--- src/rtl/vga_pkg.sv ---
// Shared constants and types for the VGA framebuffer arbiter.
package vga_pkg;

    // 640x480 @ 60 Hz horizontal timing, in pixel clocks
    localparam int H_ACTIVE = 640;
    localparam int H_FP     = 16;
    localparam int H_SYNC   = 96;
    localparam int H_BP     = 48;
    localparam int H_TOTAL  = H_ACTIVE + H_FP + H_SYNC + H_BP;

    // Vertical timing, in lines
    localparam int V_ACTIVE = 480;
    localparam int V_FP     = 10;
    localparam int V_SYNC   = 2;
    localparam int V_BP     = 33;
    localparam int V_TOTAL  = V_ACTIVE + V_FP + V_SYNC + V_BP;

    // Framebuffer geometry: each cell covers 8x8 screen pixels
    localparam int SCALE_LOG2 = 3;
    localparam int FB_W       = 80;
    localparam int FB_H       = 60;
    localparam int FB_CELLS   = FB_W * FB_H;
    localparam int ADDR_W     = 13;
    localparam int PIX_W      = 9;

    typedef enum logic [0:0] {
        CLR_IDLE = 1'b0,
        CLR_BUSY = 1'b1
    } clr_state_t;

endpackage

--- src/rtl/fb_clear_engine.sv ---
// Clear-screen engine: walks every framebuffer cell once, writing a latched
// colour on each cycle the arbiter grants it the RAM.
//
//   state    | meaning
//   CLR_IDLE | waiting for a start pulse, no RAM writes
//   CLR_BUSY | filling cells 0..4799 on granted cycles
module fb_clear_engine
    import vga_pkg::*;
(
    input  logic              i_Clk,
    input  logic              i_Reset,
    input  logic              i_Start,
    input  logic [PIX_W-1:0]  i_Color,
    input  logic              i_Grant,
    output logic              o_We,
    output logic [ADDR_W-1:0] o_Addr,
    output logic [PIX_W-1:0]  o_Data,
    output logic              o_Busy
);

    localparam logic [ADDR_W-1:0] LAST_ADDR = ADDR_W'(FB_CELLS - 1);

    clr_state_t        r_State;
    logic [ADDR_W-1:0] r_Count;
    logic [PIX_W-1:0]  r_Color;
    logic              w_Write;

    assign w_Write = (r_State == CLR_BUSY) && i_Grant;

    // State, address counter and latched fill colour
    always_ff @(posedge i_Clk) begin
        if (i_Reset) begin
            r_State <= CLR_IDLE;
            r_Count <= '0;
            r_Color <= '0;
        end else begin
            case (r_State)
                CLR_IDLE: begin
                    if (i_Start) begin
                        r_State <= CLR_BUSY;
                        r_Count <= '0;
                        r_Color <= i_Color;
                    end
                end
                CLR_BUSY: begin
                    if (w_Write) begin
                        if (r_Count == LAST_ADDR) begin
                            r_State <= CLR_IDLE;
                            r_Count <= '0;
                        end else begin
                            r_Count <= r_Count + 1'b1;
                        end
                    end
                end
                default: r_State <= CLR_IDLE;
            endcase
        end
    end

    assign o_We   = w_Write;
    assign o_Addr = r_Count;
    assign o_Data = r_Color;
    assign o_Busy = (r_State == CLR_BUSY);

endmodule

--- src/rtl/vga_fb_arbiter.sv ---
// Framebuffer arbiter: scan-out owns every 8th active cycle, the clear engine
// or the host owns the rest. Video outputs lag the timing inputs by 2 cycles.
module vga_fb_arbiter
    import vga_pkg::*;
(
    input  logic              i_Clk,
    input  logic              i_Reset,
    input  logic [9:0]        i_Column,
    input  logic [9:0]        i_Row,
    input  logic              i_HSync,
    input  logic              i_VSync,
    input  logic              i_Wr_Valid,
    output logic              o_Wr_Ready,
    input  logic [ADDR_W-1:0] i_Wr_Addr,
    input  logic [PIX_W-1:0]  i_Wr_Data,
    input  logic              i_Clear_Start,
    input  logic [PIX_W-1:0]  i_Clear_Color,
    output logic              o_Busy,
    output logic [ADDR_W-1:0] o_Mem_Addr,
    output logic              o_Mem_We,
    output logic [PIX_W-1:0]  o_Mem_WData,
    input  logic [PIX_W-1:0]  i_Mem_RData,
    output logic              o_HSync,
    output logic              o_VSync,
    output logic [2:0]        o_Red,
    output logic [2:0]        o_Grn,
    output logic [2:0]        o_Blu,
    output logic              o_Frame_Start
);

    logic                  w_Active;
    logic                  w_Slot;
    logic [9-SCALE_LOG2:0] w_Cell_Row;
    logic [9-SCALE_LOG2:0] w_Cell_Col;
    logic [ADDR_W-1:0]     w_Scan_Addr;
    logic                  w_Host_Fire;
    logic                  w_Host_In_Range;
    logic                  w_Clr_We;
    logic [ADDR_W-1:0]     w_Clr_Addr;
    logic [PIX_W-1:0]      w_Clr_Data;
    logic                  w_Clr_Busy;
    logic [PIX_W-1:0]      w_Pixel_Out;

    logic                  r_Slot_D1;
    logic [PIX_W-1:0]      r_Pixel;
    logic                  r_Active_D1, r_Active_D2;
    logic                  r_HSync_D1, r_HSync_D2;
    logic                  r_VSync_D1, r_VSync_D2;
    logic                  r_Frame_Start;

    assign w_Active   = (i_Column < 10'(H_ACTIVE)) && (i_Row < 10'(V_ACTIVE));
    assign w_Slot     = w_Active && (i_Column[SCALE_LOG2-1:0] == '0);
    assign w_Cell_Row = i_Row[9:SCALE_LOG2];
    assign w_Cell_Col = i_Column[9:SCALE_LOG2];

    // row*80 as row*64 + row*16 keeps a multiplier out of the address path
    assign w_Scan_Addr = (ADDR_W'(w_Cell_Row) << 6) + (ADDR_W'(w_Cell_Row) << 4)
                       + ADDR_W'(w_Cell_Col);

    assign o_Wr_Ready      = !i_Reset && !w_Slot && !w_Clr_Busy;
    assign w_Host_Fire     = i_Wr_Valid && o_Wr_Ready;
    assign w_Host_In_Range = (i_Wr_Addr < ADDR_W'(FB_CELLS));

    fb_clear_engine u_clear (
        .i_Clk   (i_Clk),
        .i_Reset (i_Reset),
        .i_Start (i_Clear_Start),
        .i_Color (i_Clear_Color),
        .i_Grant (!w_Slot),
        .o_We    (w_Clr_We),
        .o_Addr  (w_Clr_Addr),
        .o_Data  (w_Clr_Data),
        .o_Busy  (w_Clr_Busy)
    );

    assign o_Busy = w_Clr_Busy;

    // RAM port mux: scan slot first, then clear engine, then host
    always_comb begin
        o_Mem_Addr  = w_Scan_Addr;
        o_Mem_We    = 1'b0;
        o_Mem_WData = '0;
        if (!w_Slot) begin
            if (w_Clr_Busy) begin
                o_Mem_Addr  = w_Clr_Addr;
                o_Mem_We    = w_Clr_We && !i_Reset;
                o_Mem_WData = w_Clr_Data;
            end else begin
                o_Mem_Addr  = i_Wr_Addr;
                o_Mem_We    = w_Host_Fire && w_Host_In_Range;
                o_Mem_WData = i_Wr_Data;
            end
        end
    end

    // Pixel register captures read data the cycle after each scan slot
    always_ff @(posedge i_Clk) begin
        if (i_Reset) begin
            r_Slot_D1 <= 1'b0;
            r_Pixel   <= '0;
        end else begin
            r_Slot_D1 <= w_Slot;
            if (r_Slot_D1) begin
                r_Pixel <= i_Mem_RData;
            end
        end
    end

    // Two-stage delay of active flag and syncs to line up with the pixel register
    always_ff @(posedge i_Clk) begin
        if (i_Reset) begin
            r_Active_D1 <= 1'b0;
            r_Active_D2 <= 1'b0;
            r_HSync_D1  <= 1'b1;
            r_HSync_D2  <= 1'b1;
            r_VSync_D1  <= 1'b1;
            r_VSync_D2  <= 1'b1;
        end else begin
            r_Active_D1 <= w_Active;
            r_Active_D2 <= r_Active_D1;
            r_HSync_D1  <= i_HSync;
            r_HSync_D2  <= r_HSync_D1;
            r_VSync_D1  <= i_VSync;
            r_VSync_D2  <= r_VSync_D1;
        end
    end

    // Frame start pulse one cycle after the timing generator reaches (0,0)
    always_ff @(posedge i_Clk) begin
        if (i_Reset) begin
            r_Frame_Start <= 1'b0;
        end else begin
            r_Frame_Start <= (i_Column == '0) && (i_Row == '0);
        end
    end

    assign w_Pixel_Out   = r_Active_D2 ? r_Pixel : '0;
    assign o_Red         = w_Pixel_Out[8:6];
    assign o_Grn         = w_Pixel_Out[5:3];
    assign o_Blu         = w_Pixel_Out[2:0];
    assign o_HSync       = r_HSync_D2;
    assign o_VSync       = r_VSync_D2;
    assign o_Frame_Start = r_Frame_Start;

endmodule

--- config.mk ---
export PLATFORM = sky130hd
export DESIGN_NAME = vga_fb_arbiter
export DESIGN_NICKNAME = d
export VERILOG_FILES = /design/src/rtl/vga_pkg.sv /design/src/rtl/fb_clear_engine.sv /design/src/rtl/vga_fb_arbiter.sv
export SDC_FILE = /design/constraint.sdc
export NUM_CORES = 1
export LEC_CHECK = 0
export BUFFER_PORTS_ARGS = -buffer_cell sky130_fd_sc_hd__buf_2
export CELL_PAD_IN_SITES_DETAIL_PLACEMENT = 1
export CELL_PAD_IN_SITES_GLOBAL_PLACEMENT = 2
export CORE_MARGIN = 2
export CORE_UTILIZATION = 29
export DETAILED_ROUTE_END_ITERATION = 12
export GPL_ROUTABILITY_DRIVEN = 0
export PLACE_DENSITY_LB_ADDON = 0.3
export SLEW_MARGIN = 20
export SYNTH_ARGS = -nofsm -noshare
export SYNTH_HDL_FRONTEND = slang
export SYNTH_SLANG_ARGS = --single-unit
--- constraint.sdc ---
create_clock -name i_Clk -period 4.9 [get_ports i_Clk]
set_clock_uncertainty 0.05 [all_clocks]
set_input_delay 0.98 -clock i_Clk [delete_from_list [all_inputs] [get_ports i_Clk]]
set_output_delay 0.98 -clock i_Clk [all_outputs]
set_load 0.02 [all_outputs]
==> results by group <==
Status
  – Outcome: finished clean

Final layout
  – Largest register FFs: 13
  – Diode count: 0
  – Area Growth Syn to Fin: 26.9%
  – Final net count: 499
  – Post-layout util: 37.8%
  – Layout cell share with drive strength beyond 1: 29.4%

STA
  – Final setup viols: 0
  – Fin crit share: 86.0%
  – Crit path time final: 4220 ps
  – Max_slew headroom: 41.2%
  – Final Hold Viols: 0
  – Fin Setup TNS: 0 ps
  – Max Slew Vio Count: 0
  – RSZ-0062 raised after global routing: false
  – Max Fclk: 0.237 GHz
  – Slew @ Worst Pin: 882 ps

Synthesis
  – Ys async rst share: 0%
  – Seq/Total Area, Yosys: 31.0%
  – Cell Area, Synth: 0.00258 mm²
  – Mux cell area share after synthesis: 11.2%
  – Syn_nets: 407
  – Area contributors post-synth: dfxtp_1 (31%), mux2i_1 (11%), ha_1 (6.8%)
  – Simple-gate share of the synthesized area: 27.8%
  – Synth Instances: 325
  – Cell type with the largest total area after synthesis: dfxtp_1
  – Main combinational cell family by area after synthesis: simple AND/OR/NAND/NOR gates
  – Netlist cell types: 49
  – #FFs+latches synth: 40
  – Number of enable flip-flop cells after synthesis: 0
  – Avg Cell Area, Syn: 7.95 µm²
  – Primary FF master, synth: dfxtp_1
  – Adder-cell share of the synthesized area: 8.33%
  – Yosys Warn Count: 0
  – Post-synth top area share: 31.0%
  – Synth Area in XOR/XNOR: 0.339%
  – Complex-gate fraction of the synthesized area: 16.2%

Floorplan
  – Die Area: 0.00968 mm²
  – Die Y-Extent: 98.4 µm
  – # IOs: 103
  – Starting density of the core: 29.8%
  – Die Wd: 98.4 µm
  – Std cell rows: 34
  – Core ar.: 0.00868 mm²

Critical path
  – CP Capture Type: primary output
  – Setup CP Type: in2out
  – Critical path buffers and inverters: 3
  – Critical Path RT: 3870 ps
  – CP peak stage delay: 530 ps
  – Max FO, Critical Path: 3
  – Crit path cell chain: buf_2 -> inv_1 -> fa_1 -> fa_1 -> nand2b_1 -> a21oi_1 -> o21ai_0 -> nor4b_1 -> a211oi_1 -> buf_2
  – Worst setup SP type: input pin
  – Worst EP arrival: 3190 ps
  – Cell family with most CP delay: adder cells
  – Critical Path Slowest Stage Cell: fa_1

Global route
  – GRT Residual Overflow: 0
  – Met2 Usage GRT: 29.6%
  – Initial antenna violation count: 0
  – Largest net degree at the start of global routing: 48
  – Global Route Usage Sum: 17.6%
  – Met3 usage: 4.37%
  – Gr busiest metal: met2
  – Met1 Use GR: 22.9%
  – First-pass GRT wire length: 14000 µm
  – Vias in the first global route: 2793

Routing
  – Initial DRC Count: 71
  – Via count: 2676
  – First-pass DRT Iterations: 4
  – Via-to-Cell Ratio: 5.09
  – # DRC: 0
  – Total wire length: 8190 µm
  – Routed Antenna Nets: 0
  – Routed wire length per instance: 15.6 µm

Clock network
  – CTS root buffer: clkbuf_8
  – Reg clk slew, reported paths: 90 ps
  – Hold_buf cts: 0
  – Post-cts resize count: 0
  – Number of buffers created by CTS: 5
  – Clock sink total: 40
  – Bufs on Longest Clock Path: 2
  – # H-tree levels: 2
  – CTS tree: yes
  – Clock insertion delay at the later pin of the skew report: 300 ps
  – Post-CTS setup buffer count: 0

Worst hold path
  – Hold Path Class: reg2reg

Power
  – Switch Pwr: 0.249 mW
  – Sw Ratio: 30.7%
  – Power density over cell area: 248 mW/mm²
  – Clock power share: 35.4%
  – Sequential power share: 42.5%
  – Pint: 0.563 mW
  – Leak: 1.45 nW
  – Logic pwr share: 22.1%
  – Max VDD drop: 0.101 mV

Placement
  – DPL Wire Length: 6320 µm
  – IO buf count: 102

Job
  – Max Cap Viol: 0
layer usage:
metal | wire length [µm] | part of all wire (%)
met5 | 0 | 0
met4 | 80 | 0.98
met3 | 504 | 6.2
met2 | 3720 | 45
met1 | 3890 | 47
logic make-up after synthesis:
group / count (synthesis)
xor+xnor: 1
buf+inv: 31
fa+ha+maj: 16
mux: 29
flops: 40
simple gates: 138
compound gates: 70
stage by stage:
stage	cells	total power [mW]	setup WS [ps]	hold slack, ps	area, µm²
after detailed placement	518	0.534	700	350	3160
after CTS	526	0.826	679	368	3280
after global placement	518	0.532	720	345	3160
final	526	0.813	685	364	3280
after floorplan	325	0.461	812	339	2580
after global routing	526	0.861	504	394	3280
cell usage in the layout, fill, tap and decap left out, types with 9 or more instances in the layout:
cell type and count:
nor2_1 30, a21oi_1 24, ha_1 14, and2_1 9
dfxtp_1 39, mux2i_1 29, inv_1 11, o21ai_0 20
nand2_1 39, buf_2 102
cell usage after synthesis (2+ instances only):
library cell	instances
a21oi_1	24
and2_1	9
nor2_1	30
nand4b_1	2
o31ai_1	2
nor2b_1	4
a211oi_1	4
mux2i_1	29
nor4_1	6
or2_2	5
and3_1	2
nand4_1	5
inv_1	11
nand3b_1	2
nand2_1	39
dfxtp_1	40
or4_1	3
or3_1	2
nand2b_1	5
ha_1	14
clkbuf_1	11
a31oi_1	3
and3b_1	2
nor3b_1	2
a22oi_1	2
nor3_1	8
o21ai_0	20
buf_1	2
nand3_1	8
buf_2	5
a21o_1	3
buf_4	2
fa_1	2
o22ai_1	2
worst reg2reg max path: cells and delay by family, from the launching register on:
family / cells / cell delay, ps
compound gates: 3 / 610
buf+inv: 1 / 360
flops: 1 / 840
simple gates: 1 / 110
layout make-up:
type | instances | area, µm²
inverter | 11 | 41.3
clock inverter | 3 | 46.3
multi-input combinational | 254 | 1650
timing repair buffer | 105 | 533
clock buffer | 5 | 68.8
sequential | 40 | 802
tap | 108 | 135
fill | 1105 | 5400
power by group through the flow:
stage	Clock [mW]	Combinational [mW]	Sequential [mW]
2_1_floorplan	0	0.115	0.346
3_3_place_gp	0	0.179	0.353
3_5_place_dp	0	0.181	0.353
4_1_cts	0.298	0.183	0.346
5_1_grt	0.312	0.202	0.347
6_report	0.288	0.180	0.345
path summary, 6_finish.rpt:
kind / startpoint / end / slack [ps] / cells after the start
setup / recovery: i_Column[9] / o_Mem_Addr[11] / 680 / 10
hold / removal: r_VSync_D1 / o_VSync / 360 / 1
setup reg to reg: u_clear.o_Busy / u_clear.o_Addr[9] / 2780 / 5
hold reg to reg: r_VSync_D1 / o_VSync / 360 / 1
Power figures use the tool's default switching activity.
